## src/rtl/canvas_i2c_pkg.sv

```systemverilog
// canvas_i2c_pkg
// Shared definitions for the canvas I2C controller: the transaction state
// enum, the I2C protocol bit values and the default target address.
package canvas_i2c_pkg;

  // Transaction phases in bus order.
  typedef enum logic [2:0] {
    IDLE   = 3'd0,
    START  = 3'd1,
    ADDR   = 3'd2,
    ACK_A  = 3'd3,
    DATA   = 3'd4,
    ACK_D  = 3'd5,
    STOP   = 3'd6
  } i2c_state_e;

  // R/W bit value for a write and the SDA level a target drives to ACK.
  localparam logic I2C_WRITE = 1'b0;
  localparam logic I2C_ACK   = 1'b0;

  // Canvas core listens on this 7-bit address.
  localparam logic [6:0] DEV_ADDR_DEFAULT = 7'h2A;

endpackage

```

## src/rtl/canvas_i2c_master_if.sv

```systemverilog
// canvas_i2c_master_if
// Byte handshake and open-drain bus signals of the canvas I2C controller.
//   tx_valid/tx_ready/tx_data : one status byte per transaction
//   busy/done/nack            : transaction status
//   scl_i/sda_i               : sampled bus lines
//   scl_oe/sda_oe             : 1 = pull the line low
// modport master : the controller side
// modport slave  : the host / bus-environment side
interface canvas_i2c_master_if;
  logic       tx_valid;
  logic       tx_ready;
  logic [7:0] tx_data;
  logic       busy;
  logic       done;
  logic       nack;
  logic       scl_i;
  logic       scl_oe;
  logic       sda_i;
  logic       sda_oe;

  modport master (
    input  tx_valid, tx_data, scl_i, sda_i,
    output tx_ready, busy, done, nack, scl_oe, sda_oe
  );

  modport slave (
    output tx_valid, tx_data, scl_i, sda_i,
    input  tx_ready, busy, done, nack, scl_oe, sda_oe
  );
endinterface

```

## src/rtl/canvas_i2c_tick.sv

```systemverilog
// canvas_i2c_tick
// Quarter-bit divider. Pulses qtick on the last cycle of every CLK_DIV-cycle
// quarter. clr holds the count at zero; stall freezes it (and suppresses the
// pulse) so a quarter can be stretched.
// Ports:
//   clk, rst : clock, synchronous active-high reset
//   clr      : restart the quarter from its first cycle
//   stall    : hold the current count
//   qtick    : one-cycle pulse marking the last cycle of a quarter
module canvas_i2c_tick #(
  parameter int CLK_DIV = 4
) (
  input  logic clk,
  input  logic rst,
  input  logic clr,
  input  logic stall,
  output logic qtick
);

  localparam int CW = (CLK_DIV > 1) ? $clog2(CLK_DIV) : 1;
  localparam logic [CW-1:0] LAST = CW'(CLK_DIV - 1);

  logic [CW-1:0] cnt;

  always_ff @(posedge clk) begin
    if (rst || clr) begin
      cnt <= '0;
    end else if (!stall) begin
      cnt <= (cnt == LAST) ? '0 : cnt + 1'b1;
    end
  end

  assign qtick = (cnt == LAST) && !stall;

endmodule

```

## src/rtl/canvas_i2c_master.sv

```systemverilog
// canvas_i2c_master
// I2C write-only controller carrying one canvas status byte per transaction:
// START, {DEV_ADDR, W}, ACK slot, data byte, ACK slot, STOP. A NACK in either
// ACK slot ends the transaction with STOP and raises nack alongside done.
// Each bit slot is four quarters of CLK_DIV cycles.
// Ports:
//   clk  : system clock
//   rst  : synchronous active-high reset; releases both lines at once
//   bus  : canvas_i2c_master_if.master (handshake, status, SCL/SDA)
// Build option:
//   CANVAS_I2C_CLK_STRETCH_EN - honour target clock stretching: the quarter in
//   which SCL is released after being low waits while scl_i is still low.
//   Without it scl_i is ignored and timing is fixed.
module canvas_i2c_master
  import canvas_i2c_pkg::*;
#(
  parameter int         CLK_DIV  = 4,
  parameter logic [6:0] DEV_ADDR = DEV_ADDR_DEFAULT
) (
  input  logic                clk,
  input  logic                rst,
  canvas_i2c_master_if.master bus
);

  i2c_state_e state_q, state_d;
  logic [1:0] q_q, q_d;          // quarter index within the bit slot
  logic [2:0] bit_q, bit_d;      // bit index within the byte
  logic [7:0] sh_q, sh_d;        // outgoing byte, MSB on the wire
  logic [7:0] data_q, data_d;    // status byte latched at accept
  logic       nack_q, nack_d;
  logic       done_q, done_d;
  logic       scl_oe_q, sda_oe_q;
  logic [1:0] drv_d;

  logic qtick;
  logic tick_clr;
  logic tick_stall;

  // Line drive per phase and quarter: returns {scl_oe, sda_oe}.
  function automatic logic [1:0] line_drive(input i2c_state_e st,
                                            input logic [1:0] qi,
                                            input logic       b);
    logic scl_low;
    scl_low = (qi == 2'd0) || (qi == 2'd3);
    case (st)
      START:        line_drive = {1'b0, qi[1]};
      ADDR, DATA:   line_drive = {scl_low, ~b};
      ACK_A, ACK_D: line_drive = {scl_low, 1'b0};
      STOP: begin
        case (qi)
          2'd0:    line_drive = 2'b11;
          2'd1:    line_drive = 2'b01;
          default: line_drive = 2'b00;
        endcase
      end
      default:      line_drive = 2'b00;
    endcase
  endfunction

  // The divider idles at zero so the first quarter after accept is full length.
  assign tick_clr = (state_q == IDLE);

`ifdef CANVAS_I2C_CLK_STRETCH_EN
  // Quarter 1 of every clocked slot (and of STOP) is where SCL is let go
  // after being held low; a target still holding it low extends that quarter.
  logic release_qtr;
  assign release_qtr = (q_q == 2'd1) &&
                       (state_q inside {ADDR, ACK_A, DATA, ACK_D, STOP});
  assign tick_stall  = release_qtr && !bus.scl_i;
`else
  logic unused_scl;
  assign unused_scl = bus.scl_i;
  assign tick_stall = 1'b0;
`endif

  canvas_i2c_tick #(
    .CLK_DIV (CLK_DIV)
  ) u_tick (
    .clk   (clk),
    .rst   (rst),
    .clr   (tick_clr),
    .stall (tick_stall),
    .qtick (qtick)
  );

  // Next-state and datapath decode
  always_comb begin
    state_d = state_q;
    q_d     = q_q;
    bit_d   = bit_q;
    sh_d    = sh_q;
    data_d  = data_q;
    nack_d  = nack_q;
    done_d  = 1'b0;

    unique case (state_q)
      IDLE: begin
        if (bus.tx_valid) begin
          state_d = START;
          q_d     = 2'd0;
          bit_d   = 3'd0;
          data_d  = bus.tx_data;
          sh_d    = {DEV_ADDR, I2C_WRITE};
          nack_d  = 1'b0;
        end
      end

      START: begin
        if (qtick) begin
          q_d = q_q + 2'd1;
          if (q_q == 2'd3) state_d = ADDR;
        end
      end

      ADDR, DATA: begin
        if (qtick) begin
          q_d = q_q + 2'd1;
          if (q_q == 2'd3) begin
            sh_d  = {sh_q[6:0], 1'b0};
            bit_d = bit_q + 3'd1;
            if (bit_q == 3'd7) state_d = (state_q == ADDR) ? ACK_A : ACK_D;
          end
        end
      end

      ACK_A, ACK_D: begin
        if (qtick) begin
          q_d = q_q + 2'd1;
          // The q2 tick is the last cycle with SCL high: sample the target here.
          if (q_q == 2'd2) nack_d = (bus.sda_i != I2C_ACK);
          if (q_q == 2'd3) begin
            if (nack_q || state_q == ACK_D) begin
              state_d = STOP;
            end else begin
              state_d = DATA;
              sh_d    = data_q;
              bit_d   = 3'd0;
            end
          end
        end
      end

      STOP: begin
        // q stays at 3 after the final tick so the lines remain released
        // during the done cycle; IDLE follows one cycle after done.
        if (done_q) begin
          state_d = IDLE;
        end else if (qtick) begin
          if (q_q == 2'd3) done_d = 1'b1;
          else             q_d    = q_q + 2'd1;
        end
      end

      default: state_d = IDLE;
    endcase
  end

  // Outputs are registered from the next-state decode so the bus lines
  // change on the same edge as the phase, without decode glitches.
  assign drv_d = line_drive(state_d, q_d, sh_d[7]);

  // Control registers
  always_ff @(posedge clk) begin
    if (rst) begin
      state_q  <= IDLE;
      q_q      <= 2'd0;
      bit_q    <= 3'd0;
      nack_q   <= 1'b0;
      done_q   <= 1'b0;
      scl_oe_q <= 1'b0;
      sda_oe_q <= 1'b0;
    end else begin
      state_q  <= state_d;
      q_q      <= q_d;
      bit_q    <= bit_d;
      nack_q   <= nack_d;
      done_q   <= done_d;
      scl_oe_q <= drv_d[1];
      sda_oe_q <= drv_d[0];
    end
  end

  // Data registers
  always_ff @(posedge clk) begin
    sh_q   <= sh_d;
    data_q <= data_d;
  end

  assign bus.tx_ready = (state_q == IDLE);
  assign bus.busy     = (state_q != IDLE);
  assign bus.done     = done_q;
  assign bus.nack     = nack_q;
  assign bus.scl_oe   = scl_oe_q;
  assign bus.sda_oe   = sda_oe_q;

endmodule

```

## src/flat_wrapper.sv

```systemverilog
// flat-port wrapper written by rule: the top's interface ports become plain ports
module canvas_i2c_master_flat import canvas_i2c_pkg::*;
#(
  parameter int         CLK_DIV  = 4,
  parameter logic [6:0] DEV_ADDR = DEV_ADDR_DEFAULT
)
  (clk, rst, bus_tx_valid, bus_tx_data, bus_scl_i, bus_sda_i, bus_tx_ready, bus_busy, bus_done, bus_nack, bus_scl_oe, bus_sda_oe);
  canvas_i2c_master_if bus_i ();
  input  logic clk;
  input  logic rst;
  input wire logic [$bits(bus_i.tx_valid)-1:0] bus_tx_valid;
  input wire logic [$bits(bus_i.tx_data)-1:0] bus_tx_data;
  input wire logic [$bits(bus_i.scl_i)-1:0] bus_scl_i;
  input wire logic [$bits(bus_i.sda_i)-1:0] bus_sda_i;
  output wire logic [$bits(bus_i.tx_ready)-1:0] bus_tx_ready;
  output wire logic [$bits(bus_i.busy)-1:0] bus_busy;
  output wire logic [$bits(bus_i.done)-1:0] bus_done;
  output wire logic [$bits(bus_i.nack)-1:0] bus_nack;
  output wire logic [$bits(bus_i.scl_oe)-1:0] bus_scl_oe;
  output wire logic [$bits(bus_i.sda_oe)-1:0] bus_sda_oe;
  assign bus_i.tx_valid = bus_tx_valid;
  assign bus_i.tx_data = bus_tx_data;
  assign bus_i.scl_i = bus_scl_i;
  assign bus_i.sda_i = bus_sda_i;
  assign bus_tx_ready = bus_i.tx_ready;
  assign bus_busy = bus_i.busy;
  assign bus_done = bus_i.done;
  assign bus_nack = bus_i.nack;
  assign bus_scl_oe = bus_i.scl_oe;
  assign bus_sda_oe = bus_i.sda_oe;
  canvas_i2c_master #(.CLK_DIV(CLK_DIV), .DEV_ADDR(DEV_ADDR)) u_core (.clk(clk), .rst(rst), .bus(bus_i));
endmodule
```

## config.mk

```make
export PLATFORM = sky130hd
export DESIGN_NAME = canvas_i2c_master_flat
export DESIGN_NICKNAME = d
export VERILOG_FILES = /design/src/rtl/canvas_i2c_pkg.sv /design/src/rtl/canvas_i2c_master_if.sv /design/src/rtl/canvas_i2c_tick.sv /design/src/rtl/canvas_i2c_master.sv /design/src/flat_wrapper.sv
export SDC_FILE = /design/constraint.sdc
export NUM_CORES = 1
export LEC_CHECK = 0
export ABC_AREA = 1
export BUFFER_PORTS_ARGS = -buffer_cell sky130_fd_sc_hd__clkbuf_2
export CORE_ASPECT_RATIO = 1.5
export CORE_MARGIN = 2
export CORE_UTILIZATION = 30
export CTS_CLUSTER_SIZE = 8
export DETAILED_ROUTE_END_ITERATION = 16
export GPL_TIMING_DRIVEN = 0
export HOLD_SLACK_MARGIN = 0.12
export PLACE_DENSITY_LB_ADDON = 0.3
export SLEW_MARGIN = 20
export SYNTH_ARGS = -nofsm -noshare
export SYNTH_HDL_FRONTEND = slang
export SYNTH_SLANG_ARGS = --single-unit
```

## constraint.sdc

```tcl
create_clock -name clk -period 5.1 [get_ports clk]
set_clock_uncertainty 0.05 [all_clocks]
set_input_delay 0.51 -clock clk [delete_from_list [all_inputs] [get_ports clk]]
set_output_delay 0.51 -clock clk [all_outputs]
set_load 0.01 [all_outputs]
```

==> results of run 1 <==
power by group:
part           leakage (nW)  internal [W]  switching [W]
registers             0.269      0.000266     0.00000302
logic                 0.558     0.0000131      0.0000238
clock network        0.0528      0.000144      0.0000872
state kept, by name (all words and copies together) (netlist names):
signal	count
u_core.bit_q	3
u_core.bus.done	1
u_core.bus.nack	1
u_core.bus.scl_oe	1
u_core.bus.sda_oe	1
u_core.data_q	8
u_core.q_q	2
u_core.sh_q	8
u_core.state_q	3
u_core.u_tick.cnt	2
layout by cell type (no fill, tap or decap):
cell type,count
sky130_fd_sc_hd__a22oi_1,2
sky130_fd_sc_hd__nand3_2,4
sky130_fd_sc_hd__nand2_1,34
sky130_fd_sc_hd__nand2_2,4
sky130_fd_sc_hd__nor2_4,3
sky130_fd_sc_hd__buf_4,2
sky130_fd_sc_hd__edfxtp_1,15
sky130_fd_sc_hd__nor2_1,15
sky130_fd_sc_hd__or2_2,1
sky130_fd_sc_hd__o21ai_2,1
sky130_fd_sc_hd__a21oi_2,2
sky130_fd_sc_hd__clkinv_1,1
sky130_fd_sc_hd__o211ai_1,2
sky130_fd_sc_hd__a21oi_1,5
sky130_fd_sc_hd__o21ai_0,10
sky130_fd_sc_hd__nand2_4,5
sky130_fd_sc_hd__ha_1,10
sky130_fd_sc_hd__nor3_1,1
sky130_fd_sc_hd__dfxtp_1,15
sky130_fd_sc_hd__buf_6,1
sky130_fd_sc_hd__nand3b_1,1
sky130_fd_sc_hd__inv_2,4
sky130_fd_sc_hd__a211oi_1,2
sky130_fd_sc_hd__bufinv_16,1
sky130_fd_sc_hd__and3_1,2
sky130_fd_sc_hd__nor3b_1,1
sky130_fd_sc_hd__inv_1,28
sky130_fd_sc_hd__dlymetal6s2s_1,1
sky130_fd_sc_hd__clkbuf_1,1
sky130_fd_sc_hd__clkbuf_2,17
sky130_fd_sc_hd__nand3_1,18
sky130_fd_sc_hd__nand4_1,2
sky130_fd_sc_hd__clkbuf_8,5
sky130_fd_sc_hd__inv_4,1
logic make-up after synthesis:
kind of cell               count (synthesis)
and+or+nand+nor                           91
AOI/OAI and AO/OA                         24
DFF                                       30
buffers and inverters                     37
adders and majority gates                 10
critical path: cells and delay by family, from the launching register on:
kind	cells	cell delay, ns
AND/OR/NAND/NOR	8	0.95
flip-flops	1	0.50
buffers and inverters	4	0.32
adder cells (fa/ha/maj)	1	0.18
AO/OA/AOI/OAI	1	0.04
layer usage:
layer / GRT usage (%) / up-vias
li1: - / 676
met1: 13.1 / 559
met2: 20.4 / 21
met3: 2.13 / 10
met4: 8.87 / 0
met5: 0 / -
through the flow:
stage                     area (um2)  util [%]  hold slack [ns]  total power, W
after floorplan                 1670         -            0.348        0.000298
after CTS                       1950      36.0            0.342        0.000544
after global routing            1950      36.0            0.343        0.000558
after detailed placement        1840      34.0            0.366        0.000312
final                           1950      36.0            0.350        0.000537
after global placement          1840      34.0            0.360        0.000311
layout make-up:
cell class / count / share of cell area, %
clock inverters: 2 / 1.74
flip-flops and latches: 30 / 38.6
plain buffers: 4 / 1.99
repair buffers: 17 / 4.37
well taps: 70 / 4.50
clock buffers: 6 / 3.73
inverters: 33 / 6.49
multi-input cells: 125 / 38.6
Yosys cell counts:
master                           number  area, um2
sky130_fd_sc_hd__nand2_1             34        128
sky130_fd_sc_hd__inv_1               28        105
sky130_fd_sc_hd__nand3_1             18       90.1
sky130_fd_sc_hd__dfxtp_1             15        300
sky130_fd_sc_hd__edfxtp_1            15        450
sky130_fd_sc_hd__nor2_1              15       56.3
sky130_fd_sc_hd__ha_1                10        125
sky130_fd_sc_hd__o21ai_0             10       50.1
sky130_fd_sc_hd__a21oi_1              5       25.0
sky130_fd_sc_hd__nand2_4              5       56.3
sky130_fd_sc_hd__inv_2                4       15.0
sky130_fd_sc_hd__nand2_2              4       25.0
sky130_fd_sc_hd__nand3_2              4       40.0
sky130_fd_sc_hd__nor2_4               3       33.8
sky130_fd_sc_hd__a211oi_1             2       15.0
sky130_fd_sc_hd__a21oi_2              2       17.5
sky130_fd_sc_hd__a22oi_1              2       15.0
sky130_fd_sc_hd__and3_1               2       12.5
sky130_fd_sc_hd__buf_4                2       15.0
sky130_fd_sc_hd__nand4_1              2       12.5
sky130_fd_sc_hd__o211ai_1             2       15.0
sky130_fd_sc_hd__buf_6                1       11.3
sky130_fd_sc_hd__dlymetal6s2s_1       1       12.5
sky130_fd_sc_hd__inv_4                1       6.26
sky130_fd_sc_hd__nand3b_1             1       7.51
sky130_fd_sc_hd__nor3_1               1       5.00
sky130_fd_sc_hd__nor3b_1              1       7.51
sky130_fd_sc_hd__o21ai_2              1       8.76
sky130_fd_sc_hd__or2_2                1       6.26
worst max path at each step:
| stage | endpoint | slack, ns | depth (start not counted) |
|---|---|---|---|
| floorplan | u_core.bus.sda_oe$_SDFF_PP0_ | 3.13 | 14 |
| global placement | u_core.bus.sda_oe$_SDFF_PP0_ | 2.92 | 14 |
| detailed placement | u_core.bus.sda_oe$_SDFF_PP0_ | 2.93 | 14 |
| CTS | u_core.bus.sda_oe$_SDFF_PP0_ | 2.91 | 14 |
| global route | u_core.bus.sda_oe$_SDFF_PP0_ | 2.65 | 14 |
| finish | u_core.bus.sda_oe$_SDFF_PP0_ | 2.91 | 14 |
==> reports/results.ini, run 1 <==
[clock_tree]
post_cts_setup_driven_buffer_insertion_count = 0
postCtsHoldBufs = 0
clkSinkCount = 30
cts-htree-levels = 2
cts-resized-gates = 0
clock_tree.buffer_depth = 2
cts.reportedPaths.clkPinSlew_ns = 0.06
clockRootBuffer = sky130_fd_sc_hd__clkbuf_8
insertion_delay_of_the_later_clocked_pin_in_the_worst_skew_pair_ns = 0.28
cts_buffers = 5
cts_tree = built

[timing]
setup_tns_ns = 0
maxSlewViolCount = 0
setup_viol_count_final = 0
final-hold-violation-count = 0
fin_crit_sh_pct = 42.9
slew_headroom_pct = 68.9
tightestPinTransition_ns = 0.466
finalWorstPathRequiredPeriod_ns = 2.19
max_clock_freq_ghz = 0.457
rsz0062_at_grt = false
layout_setup_ws_ns = 2.91

[finish]
antenna_cells_inserted = 0
number_of_nets_in_the_finished_design = 239
area_used_by_sequential_logic_in_the_layout_um2 = 751
finalNonFillerCells = 287
filler_cell_count = 571
post_route_cells_drive_above_1_share_pct = 23.5
area_growth_pct = 16.7
multiInputGateArea_um2 = 752

[detailed_routing]
met2_length_um = 1600
detailedRoute.firstIterationViolations = 6
drt.antenna.violating_nets = 0
num_vias = 1266
route.final.wire_length_um = 3140
top_layer = met4
post_drt_wl_per_cell_um = 10.9
vias_per_cell = 4.41
drt-pass1-iter-count = 4
drc = 0
wire_length_on_met1_um = 1310
met3WireLength_um = 83

[floorplan]
floorplan.die.width_um = 64.9
placeableCoreArea_um2 = 5410
initial_core_util_pct = 30.8
die_area_um2 = 6180
die_height_um = 95.3
num_rows = 33
boundaryPins = 19

[worst_hold_path]
worst_hold_path.endpoint = u_core.data_q[7]$_DFFE_PP_
hold_class = primary input to flop
worstHoldPathCells = 1
worstHoldStart = bus_tx_data[7]

[synth]
yosys.area_share.xor_xnor_pct = 0
synth_sequential_area_ratio_pct = 45.0
synth_top_family_by_area = simple AND/OR/NAND/NOR gates
complex_gate_fraction_of_the_synthesized_area_pct = 8.78
post_synth_instance_area_um2 = 1670
synthesis.yosys.warnings = 0
ys_ff_latch = 30
syn-mean-instance-area_um2 = 8.69
synth_fp_nets = 215
post_synth_mux_area_share_pct = 0
post_synth_inst_count = 192
synth_simple_gate_area_share_pct = 28.8
synthAdderAreaFrac_pct = 7.50
yosysUniqueCellTypes = 29

[global_routing]
track_usage_pct = 11.9
total_gr_overflow = 0
grt_max_degree = 12
grt_pass1_wl_um = 5580
first_global_vias = 1255
antenna_found_initial = 0

[setup_path]
critPathArrivalTime_ns = 2.29
r2r-start = u_core.state_q[2]$_SDFF_PP0_
reg2reg_slack_ns = 2.91
crit_path_end_kind = flop
critPathMostFrequentCell = sky130_fd_sc_hd__nand2_1
crit_path_start_kind = flop
critPathSlowestCell = sky130_fd_sc_hd__dfxtp_1
crit_path_max_fanout = 8
crit_chain = inv_2 -> nand2_2 -> inv_2 -> nand2_1 -> nand2_1 -> nand2_1 -> and3_1 -> inv_1 -> ha_1 -> or2_2 -> nand3_1 -> nand2_1 -> inv_1 -> a21oi_2
critical_path_class = flop to flop
reg2reg_to = u_core.bus.sda_oe$_SDFF_PP0_
reg2reg_depth = 14
critical_path.max_stage_delay_ns = 0.50
critPathRequiredTime_ns = 5.20
setup.worst_path.start = u_core.state_q[2]$_SDFF_PP0_

[placement]
hpwlAfterDp_um = 2420
dp_slack_ns = 2.93
dp.cells = 279
gp_congestion = 0.793
buffer_ports.inserted = 17

[run_status]
outcome = completed

[power_and_ir_drop]
max-vdd-ir-drop_mv = 0.155
total_power_per_unit_cell_area_nw_per_um2 = 276
leakage_nw = 0.880

[flow_run]
maxCapViolations = 0

Power figures use the tool's default switching activity.
==> run 2, diff against run 1 <==
- clock period: 5.1 -> 1.8 ns (I/O delays scaled with it)
==> run 2 against run 1 <==
The run now ends with setup timing left. Total power increased to 2.7 times the previous value. Critical endpoint unchanged. Die area unchanged. Count of clock-buffer cells in the layout shrank 1. Cell area grew 17%. First-iteration DRC count rose to 3.3 times the previous value. Sequential cell count did not move. Highest routed layer unchanged.
==> reports/results.ini, run 2 (synthesis results as in run 1) <==
[run_status]
outcome = finished, violations left  ; was completed
violations = setup timing

[detailed_routing]
drt-pass1-iter-count = 4  ; unchanged
post_drt_wl_per_cell_um = 11.5  ; was 10.9 um
drt.antenna.violating_nets = 0  ; unchanged
detailedRoute.firstIterationViolations = 20  ; was 6
vias_per_cell = 4.45  ; was 4.41
route.final.wire_length_um = 3630  ; was 3140 um
num_vias = 1406  ; was 1266
drc = 0  ; unchanged

[global_routing]
track_usage_pct = 12.7  ; was 11.9%
antenna_found_initial = 0  ; unchanged
first_global_vias = 1323  ; was 1255
grt_max_degree = 12  ; unchanged
total_gr_overflow = 0  ; unchanged
grt_pass1_wl_um = 5830  ; was 5580 um

[placement]
hpwlAfterDp_um = 2510  ; was 2420 um
gp_congestion = 0.839  ; was 0.793
buffer_ports.inserted = 17  ; unchanged

[setup_path]
reg2reg_depth = 12  ; was 14
reg2reg_slack_ns = -0.06  ; was 2.91 ns
critPathRequiredTime_ns = 1.90  ; was 5.20 ns
reg2reg_to = u_core.bus.sda_oe$_SDFF_PP0_  ; unchanged
r2r-start = u_core.u_tick.cnt[0]$_SDFF_PP0_  ; was u_core.state_q[2]$_SDFF_PP0_
critPathArrivalTime_ns = 1.96  ; was 2.29 ns
critical_path_class = flop to flop  ; unchanged
crit_path_max_fanout = 8  ; unchanged
crit_path_end_kind = flop  ; unchanged
crit_path_start_kind = flop  ; unchanged

[worst_hold_path]
worst_hold_path.endpoint = u_core.bus.nack$_SDFFE_PP0P_  ; was u_core.data_q[7]$_DFFE_PP_
worstHoldPathCells = 3  ; was 1
hold_class = primary input to flop  ; unchanged
worstHoldStart = bus_sda_i  ; was bus_tx_data[7]

[clock_tree]
clkSinkCount = 30  ; unchanged
cts_tree = built  ; unchanged
insertion_delay_of_the_later_clocked_pin_in_the_worst_skew_pair_ns = 0.28  ; about the same
cts.reportedPaths.clkPinSlew_ns = 0.06  ; about the same
clock_tree.buffer_depth = 2  ; unchanged
cts_buffers = 5  ; unchanged
cts-htree-levels = 2  ; unchanged
clockRootBuffer = sky130_fd_sc_hd__clkbuf_8  ; unchanged

[floorplan]
boundaryPins = 19  ; unchanged
floorplan.die.width_um = 64.9  ; unchanged
die_height_um = 95.3  ; unchanged
placeableCoreArea_um2 = 5410  ; unchanged
num_rows = 33  ; unchanged
initial_core_util_pct = 30.8  ; unchanged
die_area_um2 = 6180  ; unchanged

[timing]
finalWorstPathRequiredPeriod_ns = 1.86  ; was 2.19 ns
slew_headroom_pct = 67.7  ; was 68.9%
setup_viol_count_final = 2  ; was 0
tightestPinTransition_ns = 0.484  ; was 0.466 ns
rsz0062_at_grt = true  ; was false
final-hold-violation-count = 0  ; unchanged
maxSlewViolCount = 0  ; unchanged
layout_setup_ws_ns = -0.0578  ; was 2.91 ns
fin_crit_sh_pct = 103  ; was 42.9%
setup_tns_ns = -0.0742  ; was 0 ns
max_clock_freq_ghz = 0.538  ; was 0.457 GHz

[power_and_ir_drop]
total_power_per_unit_cell_area_nw_per_um2 = 626  ; was 276 nW/um2
leakage_nw = 1.03  ; was 0.880 nW
power_w = 0.00143  ; was 0.000537 W
max-vdd-ir-drop_mv = 0.414  ; was 0.155 mV

[finish]
largestRegisters = u_core.data_q (8), u_core.sh_q (8)  ; unchanged
area_growth_pct = 36.8  ; was 16.7%
number_of_nets_in_the_finished_design = 268  ; was 239
post_route_cells_drive_above_1_share_pct = 39.8  ; was 23.5%
antenna_cells_inserted = 0  ; unchanged
most-common-layout-cells = sky130_fd_sc_hd__nand2_1 (30), sky130_fd_sc_hd__buf_4 (21), sky130_fd_sc_hd__inv_1 (20)  ; was sky130_fd_sc_hd__nand2_1 (34), sky130_fd_sc_hd__inv_1 (28), sky130_fd_sc_hd__nand3_1 (18)
final_common_cell = sky130_fd_sc_hd__nand2_1  ; unchanged

[flow_run]
maxCapViolations = 0  ; unchanged

[run 2: cell count changes in the layout (fill, tap and decap cells not counted), moves of 3 or more]
cell	change
sky130_fd_sc_hd__inv_4	+3
sky130_fd_sc_hd__buf_4	+19
sky130_fd_sc_hd__ha_1	-3
sky130_fd_sc_hd__nand3_1	-3
sky130_fd_sc_hd__dlygate4sd3_1	+9
sky130_fd_sc_hd__inv_2	+4
sky130_fd_sc_hd__inv_1	-8
sky130_fd_sc_hd__ha_4	+3
sky130_fd_sc_hd__dfxtp_2	+3
sky130_fd_sc_hd__dfxtp_4	+3
sky130_fd_sc_hd__nand2_2	+3
sky130_fd_sc_hd__dfxtp_1	-6
sky130_fd_sc_hd__nand2_1	-4
[run 2: what timing repair did]
item / in CTS / in global routing
gates cloned: 0 / 0
hold endpoints to repair: 9 / 0
setup buffers: 17 / 5
pin swaps: 8 / 9
hold buffers: 9 / 0
setup endpoints to repair: 10 / 12
gates resized for setup: 19 / 14
[run 2: metal layers]
layer | up-vias | track usage, % | wire length (um)
li1 | 733 | - | -
met5 | - | 0 | 0
met2 | 26 | 23.3 | 1940
met4 | 0 | 9.22 | 140
met3 | 12 | 2.13 | 86
met1 | 635 | 12.7 | 1470
[run 2: layout make-up]
class,count,area (um2)
fillers,523,3130
multi-input cells,125,837
flip-flops and latches,30,766
repair buffers,48,344
inverters,33,139
well taps,70,87.6
clock buffers,5,68.8
plain buffers,2,23.8
clock inverters,3,16.3
[run 2: through the flow]
step	utilization, %	worst slack (ns)	instance area [um2]	instances	hold WS (ns)
floorplan	-	0.00771	1700	192	0.229
global placement	34.6	-0.147	1870	279	0.307
detailed placement	34.6	-0.159	1870	279	0.309
CTS	40.9	-0.0351	2210	312	0.131
global route	42.2	-0.153	2280	316	0.140
finish	42.2	-0.0578	2280	316	0.151
[run 2: critical path, stage by stage (launching register included)]
cell	delay, ns
sky130_fd_sc_hd__dfxtp_2	0.33
sky130_fd_sc_hd__ha_4	0.19
sky130_fd_sc_hd__inv_4	0.07
sky130_fd_sc_hd__nor2_1	0.04
sky130_fd_sc_hd__o21ai_1	0.18
sky130_fd_sc_hd__and3_4	0.26
sky130_fd_sc_hd__inv_4	0.04
sky130_fd_sc_hd__ha_4	0.14
sky130_fd_sc_hd__or2_4	0.22
sky130_fd_sc_hd__nand3_2	0.06
sky130_fd_sc_hd__nand2_1	0.05
sky130_fd_sc_hd__inv_1	0.05
sky130_fd_sc_hd__a21oi_2	0.04
[run 2: worst max-delay path by stage]
stage / start / endpoint / slack, ns / depth (start not counted)
CTS: u_core.state_q[0]$_SDFF_PP0_ / u_core.bus.sda_oe$_SDFF_PP0_ / -0.04 / 13
detailed placement: u_core.state_q[0]$_SDFF_PP0_ / u_core.bus.sda_oe$_SDFF_PP0_ / -0.16 / 13
finish: u_core.u_tick.cnt[0]$_SDFF_PP0_ / u_core.bus.sda_oe$_SDFF_PP0_ / -0.06 / 12
global placement: u_core.state_q[0]$_SDFF_PP0_ / u_core.bus.sda_oe$_SDFF_PP0_ / -0.15 / 13
global route: u_core.u_tick.cnt[0]$_SDFF_PP0_ / u_core.bus.sda_oe$_SDFF_PP0_ / -0.15 / 12
floorplan: u_core.state_q[1]$_SDFF_PP0_ / u_core.bus.sda_oe$_SDFF_PP0_ / 0.008 / 15
[run 2: report_power, final]
part | total, W | internal (W) | switching [W]
registers | 0.000759 | 0.000749 | 0.00000926
clock network | 0.000522 | 0.000264 | 0.000258
logic | 0.000149 | 0.0000696 | 0.0000796
==> run 3, diff against run 2 <==
- GPL_TIMING_DRIVEN: 0 -> 1
==> run 3 against run 2 <==
Largest power group unchanged. Sequential share of layout area fell by 1.5 points. Cell count rose by 3.8%. The run now ends clean. Cell area rose by 4.8%.
==> reports/results.ini, run 3 (synthesis results as in run 1) <==
[run_status]
outcome = completed  ; was finished, violations left

[setup_path]
critical_path.max_stage_delay_ns = 0.33  ; about the same
reg2reg_slack_ns = 0.02  ; was -0.06 ns
critPathArrivalTime_ns = 1.89  ; was 1.96 ns
crit_path_max_fanout = 8  ; unchanged
critPathSlowestCell = sky130_fd_sc_hd__dfxtp_2  ; unchanged
critPathRequiredTime_ns = 1.91  ; was 1.90 ns
crit_chain = ha_4 -> buf_4 -> o21ai_2 -> nand2_1 -> nand3_2 -> inv_2 -> ha_2 -> or2_4 -> nand3_2 -> nand2_2 -> inv_2 -> a21oi_2  ; was ha_4 -> inv_4 -> nor2_1 -> o21ai_1 -> and3_4 -> inv_4 -> ha_4 -> or2_4 -> nand3_2 -> nand2_1 -> inv_1 -> a21oi_2
crit_path_start_kind = flop  ; unchanged
critical_path_class = flop to flop  ; unchanged
crit_path_end_kind = flop  ; unchanged

[global_routing]
first_global_vias = 1445  ; was 1323
grt_pass1_wl_um = 6300  ; was 5830 um
total_gr_overflow = 0  ; unchanged
track_usage_pct = 13.2  ; was 12.7%
grt_max_degree = 12  ; unchanged
antenna_found_initial = 0  ; unchanged

[clock_tree]
insertion_delay_of_the_later_clocked_pin_in_the_worst_skew_pair_ns = 0.28  ; about the same
clkSinkCount = 30  ; unchanged
cts.reportedPaths.clkPinSlew_ns = 0.07  ; was 0.06 ns
cts-htree-levels = 2  ; unchanged
cts_buffers = 5  ; unchanged
clockRootBuffer = sky130_fd_sc_hd__clkbuf_8  ; unchanged
cts_tree = built  ; unchanged
clock_tree.buffer_depth = 2  ; unchanged

[flow_run]
maxCapViolations = 0  ; unchanged

[timing]
max_clock_freq_ghz = 0.560  ; was 0.538 GHz
final-hold-violation-count = 0  ; unchanged
finalWorstPathRequiredPeriod_ns = 1.78  ; was 1.86 ns
layout_setup_ws_ns = 0.0157  ; was -0.0578 ns
setup_viol_count_final = 0  ; was 2
rsz0062_at_grt = true  ; unchanged
maxSlewViolCount = 0  ; unchanged
slew_headroom_pct = 73.0  ; was 67.7%
fin_crit_sh_pct = 99.1  ; was 103%
tightestPinTransition_ns = 0.404  ; was 0.484 ns

[floorplan]
die_height_um = 95.3  ; unchanged
initial_core_util_pct = 30.8  ; unchanged
die_area_um2 = 6180  ; unchanged
boundaryPins = 19  ; unchanged
floorplan.die.width_um = 64.9  ; unchanged
placeableCoreArea_um2 = 5410  ; unchanged
num_rows = 33  ; unchanged

[placement]
hpwlAfterDp_um = 2640  ; was 2510 um
dp_slack_ns = -0.0816  ; was -0.159 ns
gp_congestion = 0.763  ; was 0.839
buffer_ports.inserted = 17  ; unchanged

[detailed_routing]
drt-pass1-iter-count = 4  ; unchanged
route.final.wire_length_um = 3560  ; was 3630 um
detailedRoute.firstIterationViolations = 22  ; was 20
drc = 0  ; unchanged
vias_per_cell = 4.29  ; was 4.45
post_drt_wl_per_cell_um = 10.9  ; was 11.5 um
num_vias = 1406  ; unchanged
drt.antenna.violating_nets = 0  ; unchanged

[finish]
final_common_cell = sky130_fd_sc_hd__buf_4  ; was sky130_fd_sc_hd__nand2_1
antenna_cells_inserted = 0  ; unchanged
post_route_cells_drive_above_1_share_pct = 43.8  ; was 39.8%
area_growth_pct = 43.4  ; was 36.8%
most-common-layout-cells = sky130_fd_sc_hd__buf_4 (35), sky130_fd_sc_hd__nand2_1 (28), sky130_fd_sc_hd__inv_1 (23)  ; was sky130_fd_sc_hd__nand2_1 (30), sky130_fd_sc_hd__buf_4 (21), sky130_fd_sc_hd__inv_1 (20)
number_of_nets_in_the_finished_design = 280  ; was 268
largestRegisters = u_core.data_q (8), u_core.sh_q (8)  ; unchanged

[power_and_ir_drop]
total_power_per_unit_cell_area_nw_per_um2 = 660  ; was 626 nW/um2
leakage_nw = 1.10  ; was 1.03 nW
max-vdd-ir-drop_mv = 0.526  ; was 0.414 mV
power_w = 0.00158  ; was 0.00143 W

[worst_hold_path]
hold_class = primary input to flop  ; unchanged

==> run 3: cell types whose count changed in the layout (fill, tap and decap cells not counted), sizes merged <==
cell          before  now
buf               23   37
clkinv             2    1
dlygate4sd3        9    8
clkinvlp           1    0
clkbuf            22   23
bufinv             0    1
dlymetal6s2s       1    0
==> run 3: final timing paths <==
check	from	end	depth (start not counted)
setup / recovery	u_core.u_tick.cnt[0]$_SDFF_PP0_	u_core.bus.sda_oe$_SDFF_PP0_	12
hold / removal	bus_sda_i	u_core.bus.nack$_SDFFE_PP0P_	3
setup reg to reg	u_core.u_tick.cnt[0]$_SDFF_PP0_	u_core.bus.sda_oe$_SDFF_PP0_	12
hold reg to reg	u_core.u_tick.cnt[0]$_SDFF_PP0_	u_core.u_tick.cnt[0]$_SDFF_PP0_	1
==> run 3: repair_timing <==
item                                   CTS  global route
endpoints found under the hold margin    8             0
hold buffers                             8             0
setup endpoints to repair                2             5
gates resized for setup                 10            20
pin swaps                                2             9
buffers inserted                         2             4
==> run 3: area by class of cell <==
cell class,instances,area [um2]
clock buffer,6,72.6
timing repair buffer,62,459
tap,70,87.6
sequential,30,766
clock inverter,2,33.8
multi-input combinational,125,841
inverter,33,131
fill,514,3020
==> run 3: layer usage <==
metal	share of wire [%]	vias up	GRT usage, %
li1	-	757	-
met1	41	612	14.7
met2	53	26	23.8
met3	2.6	11	2.13
met4	3.3	0	6.91
met5	0	-	0
==> run 3: power breakdown <==
group	leakage, nW	internal, W	switching [W]
logic	0.772	0.0000814	0.0000745
clock network	0.0528	0.000408	0.000252
registers	0.272	0.000750	0.0000121
==> run 3: worst max-delay path: cells and delay by family, from the launching register on <==
| kind | cells | cell delay [ns] |
|---|---|---|
| AO/OA/AOI/OAI | 2 | 0.17 |
| adder cells (fa/ha/maj) | 2 | 0.36 |
| AND/OR/NAND/NOR | 5 | 0.52 |
| flip-flops | 1 | 0.33 |
| buffers and inverters | 3 | 0.24 |
==> run 3: through the flow <==
step / instances / instance area, um2 / util, % / TNS, ns / hold slack [ns]
2_1_floorplan: 192 / 1700 / - / 0 / 0.229
3_3_place_gp: 306 / 2070 / 38.4 / -0.0705 / 0.306
3_5_place_dp: 306 / 2070 / 38.4 / -0.0816 / 0.309
4_1_cts: 324 / 2300 / 42.5 / 0 / 0.128
5_1_grt: 328 / 2390 / 44.2 / -0.102 / 0.185
6_report: 328 / 2390 / 44.2 / 0 / 0.132
